--- config.mk ---
export PLATFORM = sky130hd
export DESIGN_NAME = dram_line_buf
export DESIGN_NICKNAME = d
export VERILOG_FILES = /design/src/rtl/dram_line_buf.sv
export SDC_FILE = /design/constraint.sdc
export NUM_CORES = 1
export LEC_CHECK = 0
export CAP_MARGIN = 40
export CORE_MARGIN = 1.5
export CORE_UTILIZATION = 35
export CTS_CLUSTER_SIZE = 30
export DETAILED_ROUTE_END_ITERATION = 12
export PLACE_DENSITY = 0.68
export SYNTH_ARGS = -nofsm -noshare
export SYNTH_HDL_FRONTEND = slang
export SYNTH_SLANG_ARGS = --single-unit
--- constraint.sdc ---
create_clock -name clk -period 5 [get_ports clk]
set_clock_uncertainty 0.05 [all_clocks]
set_input_delay 0.75 -clock clk [delete_from_list [all_inputs] [get_ports clk]]
set_output_delay 0.75 -clock clk [all_outputs]
set_load 0.05 [all_outputs]
--- src/rtl/dram_line_buf.sv ---
// Single-line write-back buffer between a 32-bit CPU port and a 128-bit DRAM line FIFO.
// Optional hit/miss counters are compiled in when LINE_BUF_STATS_EN is defined.
module dram_line_buf #(
   parameter int ADDR_W = 27,
   parameter int LINE_W = 128
) (
   input  logic              clk,
   input  logic              rst,
   input  logic              cpu_valid,
   output logic              cpu_ready,
   input  logic              cpu_we,
   input  logic [ADDR_W-1:0] cpu_addr,
   input  logic [31:0]       cpu_wdata,
   input  logic [3:0]        cpu_wstrb,
   output logic              cpu_rvalid,
   output logic [31:0]       cpu_rdata,
   input  logic              flush_req,
   output logic              flush_done,
   output logic              fifo_req_valid,
   input  logic              fifo_req_ready,
   output logic              fifo_req_we,
   output logic [ADDR_W-5:0] fifo_req_addr,
   output logic [LINE_W-1:0] fifo_req_wdata,
   input  logic              fifo_rsp_valid,
   output logic              fifo_rsp_ready,
   input  logic [LINE_W-1:0] fifo_rsp_rdata
`ifdef LINE_BUF_STATS_EN
   ,
   output logic [31:0]       stat_hits,
   output logic [31:0]       stat_misses
`endif
);

   localparam int TAG_W = ADDR_W - 4;

   typedef enum logic [2:0] {
      IDLE,
      WB,
      FILL,
      WAIT,
      RESP,
      FLUSH_WB
   } state_t;

   state_t             state;
   logic [LINE_W-1:0]  line;
   logic [TAG_W-1:0]   tag;
   logic               valid;
   logic               dirty;

   logic               pend_we;
   logic [TAG_W-1:0]   pend_line;
   logic [1:0]         pend_word;
   logic [31:0]        pend_wdata;
   logic [3:0]         pend_wstrb;

   logic               hit;
   logic [TAG_W-1:0]   req_line;
   logic [1:0]         req_word;
   logic               unused_addr_bits;

   function automatic logic [31:0] get_word(input logic [LINE_W-1:0] l,
                                            input logic [1:0]        idx);
      return l[{idx, 5'b00000} +: 32];
   endfunction

   function automatic logic [LINE_W-1:0] merge_line(input logic [LINE_W-1:0] l,
                                                    input logic [1:0]        idx,
                                                    input logic [31:0]       wd,
                                                    input logic [3:0]        strb);
      logic [LINE_W-1:0] r;
      logic [31:0]       w;
      r = l;
      w = get_word(l, idx);
      for (int b = 0; b < 4; b++) begin
         if (strb[b]) w[8*b +: 8] = wd[8*b +: 8];
      end
      r[{idx, 5'b00000} +: 32] = w;
      return r;
   endfunction

   assign req_line         = cpu_addr[ADDR_W-1:4];
   assign req_word         = cpu_addr[3:2];
   assign unused_addr_bits = ^cpu_addr[1:0];
   assign hit              = valid && (tag == req_line);
   assign cpu_ready        = (state == IDLE) && !rst;

   // NOTE: line, tag and the pending latch carry no reset; valid/dirty qualify them,
   // so leaving the wide datapath unreset keeps reset fan-out off 128+ flops.
   always_ff @(posedge clk) begin
      if (rst) begin
         state          <= IDLE;
         valid          <= 1'b0;
         dirty          <= 1'b0;
         cpu_rvalid     <= 1'b0;
         cpu_rdata      <= '0;
         flush_done     <= 1'b0;
         fifo_req_valid <= 1'b0;
         fifo_req_we    <= 1'b0;
         fifo_req_addr  <= '0;
         fifo_req_wdata <= '0;
         fifo_rsp_ready <= 1'b0;
      end else begin
         // NOTE: pulses default low here and are raised by the case below;
         // non-blocking assignment makes the later write win within the cycle.
         cpu_rvalid <= 1'b0;
         flush_done <= 1'b0;

         case (state)
            IDLE: begin
               if (cpu_valid) begin
                  pend_we    <= cpu_we;
                  pend_line  <= req_line;
                  pend_word  <= req_word;
                  pend_wdata <= cpu_wdata;
                  pend_wstrb <= cpu_wstrb;
                  if (hit) begin
                     cpu_rvalid <= 1'b1;
                     if (cpu_we) begin
                        line  <= merge_line(line, req_word, cpu_wdata, cpu_wstrb);
                        dirty <= 1'b1;
                     end else begin
                        cpu_rdata <= get_word(line, req_word);
                     end
                  end else if (valid && dirty) begin
                     state          <= WB;
                     fifo_req_valid <= 1'b1;
                     fifo_req_we    <= 1'b1;
                     fifo_req_addr  <= tag;
                     fifo_req_wdata <= line;
                  end else begin
                     state          <= FILL;
                     fifo_req_valid <= 1'b1;
                     fifo_req_we    <= 1'b0;
                     fifo_req_addr  <= req_line;
                  end
               end else if (flush_req) begin
                  if (dirty) begin
                     state          <= FLUSH_WB;
                     fifo_req_valid <= 1'b1;
                     fifo_req_we    <= 1'b1;
                     fifo_req_addr  <= tag;
                     fifo_req_wdata <= line;
                  end else begin
                     flush_done <= 1'b1;
                  end
               end
            end

            WB: begin
               if (fifo_req_ready) begin
                  // The fill request follows straight on; valid stays high across a handshake.
                  dirty         <= 1'b0;
                  state         <= FILL;
                  fifo_req_we   <= 1'b0;
                  fifo_req_addr <= pend_line;
               end
            end

            FILL: begin
               if (fifo_req_ready) begin
                  fifo_req_valid <= 1'b0;
                  fifo_rsp_ready <= 1'b1;
                  state          <= WAIT;
               end
            end

            WAIT: begin
               if (fifo_rsp_valid) begin
                  fifo_rsp_ready <= 1'b0;
                  tag            <= pend_line;
                  valid          <= 1'b1;
                  cpu_rvalid     <= 1'b1;
                  state          <= RESP;
                  if (pend_we) begin
                     line  <= merge_line(fifo_rsp_rdata, pend_word, pend_wdata, pend_wstrb);
                     dirty <= 1'b1;
                  end else begin
                     line      <= fifo_rsp_rdata;
                     dirty     <= 1'b0;
                     cpu_rdata <= get_word(fifo_rsp_rdata, pend_word);
                  end
               end
            end

            RESP: begin
               state <= IDLE;
            end

            FLUSH_WB: begin
               if (fifo_req_ready) begin
                  fifo_req_valid <= 1'b0;
                  dirty          <= 1'b0;
                  flush_done     <= 1'b1;
                  state          <= IDLE;
               end
            end

            default: begin
               state <= IDLE;
            end
         endcase
      end
   end

`ifdef LINE_BUF_STATS_EN
   // Counts accepted CPU requests only; flushes never pass the cpu handshake.
   always_ff @(posedge clk) begin
      if (rst) begin
         stat_hits   <= '0;
         stat_misses <= '0;
      end else if (cpu_valid && cpu_ready) begin
         if (hit) stat_hits   <= stat_hits + 32'd1;
         else     stat_misses <= stat_misses + 32'd1;
      end
   end
`endif

endmodule

==> key figures <==
Outcome
  • Status: completed

Routing
  • TritonRoute pass-1 iters: 8
  • Via count: 16,503
  • Post-route DRC: 0
  • Number of vias per cell after detailed routing: 5.82
  • Number of routed nets with antenna violations: 0
  • DR WL/cell: 26.3 um
  • Number of design-rule violations left by the first detailed-router iteration: 1,799
  • WL final: 74,500 um

Clock tree
  • Number of CTS-inserted buffers: 46
  • Clock tree sinks: 406
  • Clock root buffer master: sky130_fd_sc_hd__clkbuf_16
  • Clock-pin slew on the worst setup and hold paths: 60 ps
  • Latest clock arrival within the worst-skew pair: 580 ps
  • Buffer count from post-CTS setup fixing: 0
  • Max Buffers Root-to-Sink: 3
  • Level count of the clock H-tree: 2
  • Cts repair resizes: 0
  • Quantity of hold-fixing buffers added after cts: 0
  • TritonCTS clock tree: done

Final layout
  • Most frequent cells in the layout: sky130_fd_sc_hd__clkdlybuf4s50_1, sky130_fd_sc_hd__nand2b_1, sky130_fd_sc_hd__mux2i_1
  • Share of post-route cells with drive strength above 1: 11.6%
  • Final design utilization: 45.9%
  • Fin area: 26,600 sq um
  • Most common library cell in the layout ignoring fill and taps: sky130_fd_sc_hd__clkdlybuf4s50_1
  • Total number of nets in the final design: 2,235
  • Area growth, synth to finish: 29.1%

Floorplanning
  • Top-Level Pins: 387
  • Initial standard-cell utilization of the core: 35.6%
  • Die Span Y: 246 um
  • Overall die area: 60,300 sq um
  • Placement row count: 88
  • Area of the core: 57,900 sq um
  • Die width: 246 um

Critical path
  • CP Capture Type: register
  • Reg2reg path depth: 7
  • Worst Setup EP: fifo_req_wdata[69]
  • Crit path DAT: 3740 ps
  • FF-to-FF End: fifo_req_wdata[69]
  • Maximum fanout along the worst path: 38
  • Required time of the worst setup path: 5450 ps
  • Startpoint kind of the worst setup timing path: input pin
  • Worst setup path start: cpu_addr[25]
  • Reg2Reg Launch Point: tag[21]
  • Critical setup path kind: in -> reg
  • Register-to-Register Setup Slack: 1890 ps

Logic synthesis
  • Synth Cell Area: 20,600 sq um
  • Mean instance size in the synthesized netlist: 12.1 sq um
  • Number of nets produced by synthesis: 1,916
  • Number of storage elements in the synthesis netlist: 406
  • Asr flop ratio synth: 0%
  • Number of enable flip-flop cells after synthesis: 213
  • Top flip-flop cell by instance count after synthesis: sky130_fd_sc_hd__edfxtp_1
  • Share of the yosys chip area belonging to registers: 49.8%
  • Mapped Cells: 1,709
  • Netlist cell types: 56
  • Yosys warning count: 0

Placement
  • Post-place instance area: 25,100 sq um
  • Final RePlAce weighted congestion: 0.856
  • Detailed placement HPWL: 48,600 um
  • Count of buffers from port buffering: 384

Timing
  • Achievable Freq: 304 MHz
  • Setup repair after global routing missed its margin: no
  • Shortest clock period the worst path allows after layout: 3290 ps
  • Final setup viols: 0
  • Tightest Pin Transition: 907 ps
  • Setup tns final: 0 ps
  • Final critical-path share of the clock period: 65.8%
  • Number of failing hold endpoints at the final stage: 0
  • Total count of max-transition violations in the final report: 0
  • Worst slew margin relative to its limit: 39.5%

Global routing
  • Vias in the first global route: 17,190
  • GRT Util Overall: 24.1%
  • Sum of overflow across all layers after global routing: 0
  • Global-route wire length before repair: 109,000 um
  • Pin count of the biggest net entering global routing: 233
  • Initial antenna violation count: 4

Min path
  • Hold Path Stages: 0
  • Type of the tightest min-delay check: reg -> reg

Pwr
  • Static leakage: 10.0 nW
  • Power per unit of standard cell area: 391 nW/um^2
  • Maximum ir drop on the vdd rail: 0.000259 V

Flow run
  • Number of maximum-capacitance constraint violations: 0
sequential cells by signal, indices dropped and copies added, names as in the netlist, 2 cells and up:
name            flops
pend_wdata         32
pend_word           2
tag                23
line              128
state               3
pend_line          23
pend_wstrb          4
fifo_req_addr      23
fifo_req_wdata    128
cpu_rdata          32
how the worst min path moves through the flow:
stage,slack [ps],to,startpoint
floorplan,380,tag[0],pend_line[0]
global placement,380,tag[4],pend_line[4]
detailed placement,380,tag[5],pend_line[5]
CTS,400,tag[5],pend_line[5]
global route,420,tag[20],pend_line[20]
finish,400,tag[5],pend_line[5]
critical path, cell delays in order:
cell                              delay (ps)
sky130_fd_sc_hd__clkdlybuf4s50_1         510
sky130_fd_sc_hd__xnor2_1                 160
sky130_fd_sc_hd__nand4_1                 180
sky130_fd_sc_hd__nor4_2                  430
sky130_fd_sc_hd__buf_4                   610
sky130_fd_sc_hd__o211a_4                 330
sky130_fd_sc_hd__buf_4                   480
sky130_fd_sc_hd__mux2i_1                 250
metal layers:
layer  share of wire, %  track usage [%]  vias up
li1                   -                -     7183
met1                 39             30.2     8024
met2                 47             39.5     1046
met3                9.7             5.77      248
met4                4.1             10.5        2
met5              0.026                0        -
metrics by stage:
stage	power [W]	instances	hold slack [ps]	setup WS, ps
floorplan	0.00611	1709	377	343
global placement	0.00712	2742	379	1170
detailed placement	0.00718	2745	382	1150
CTS	0.0104	2830	398	1750
global route	0.0108	2833	417	1610
finish	0.0104	2834	397	1710
cells in the mapped netlist, types with 23 or more instances:
library cell	number	area (sq um)
sky130_fd_sc_hd__xnor2_1	23	201
sky130_fd_sc_hd__nand2b_1	280	1750
sky130_fd_sc_hd__mux2_2	32	360
sky130_fd_sc_hd__mux2i_1	238	2380
sky130_fd_sc_hd__nand2_1	25	93.8
sky130_fd_sc_hd__clkbuf_1	95	357
sky130_fd_sc_hd__a211o_1	23	201
sky130_fd_sc_hd__nor2_1	43	161
sky130_fd_sc_hd__dfxtp_1	193	3860
sky130_fd_sc_hd__buf_2	35	175
sky130_fd_sc_hd__a211oi_1	63	473
sky130_fd_sc_hd__edfxtp_1	213	6400
sky130_fd_sc_hd__o22ai_1	128	801
sky130_fd_sc_hd__mux4_2	64	1440
sky130_fd_sc_hd__a22oi_1	128	961
logic make-up after synthesis:
group | share of synthesized area (%)
AO/OA/AOI/OAI | 13.1
buffers and inverters | 4.05
XOR/XNOR | 0.978
AND/OR/NAND/NOR | 11.2
multiplexers | 20.3
flip-flops | 49.8
adder cells (fa/ha/maj) | 0.547
area by class of cell:
class / count / area [sq um]
Timing Repair Buffer: 434 / 4290
Fill cell: 5311 / 31300
Sequential cell: 406 / 10300
Clock buffer: 65 / 1310
Multi-Input combinational cell: 1133 / 9610
Tap cell: 765 / 957
Clock inverter: 20 / 109
Antenna cell: 4 / 10.0
Inverter: 7 / 26.3
power breakdown:
group / leakage (nW) / switching (W) / internal (W)
Clock: 0.692 / 0.00141 / 0.00183
Sequential: 3.53 / 0.000243 / 0.00391
Combinational: 5.79 / 0.00185 / 0.00113
Note: power is estimated with default switching activity, not from simulation.
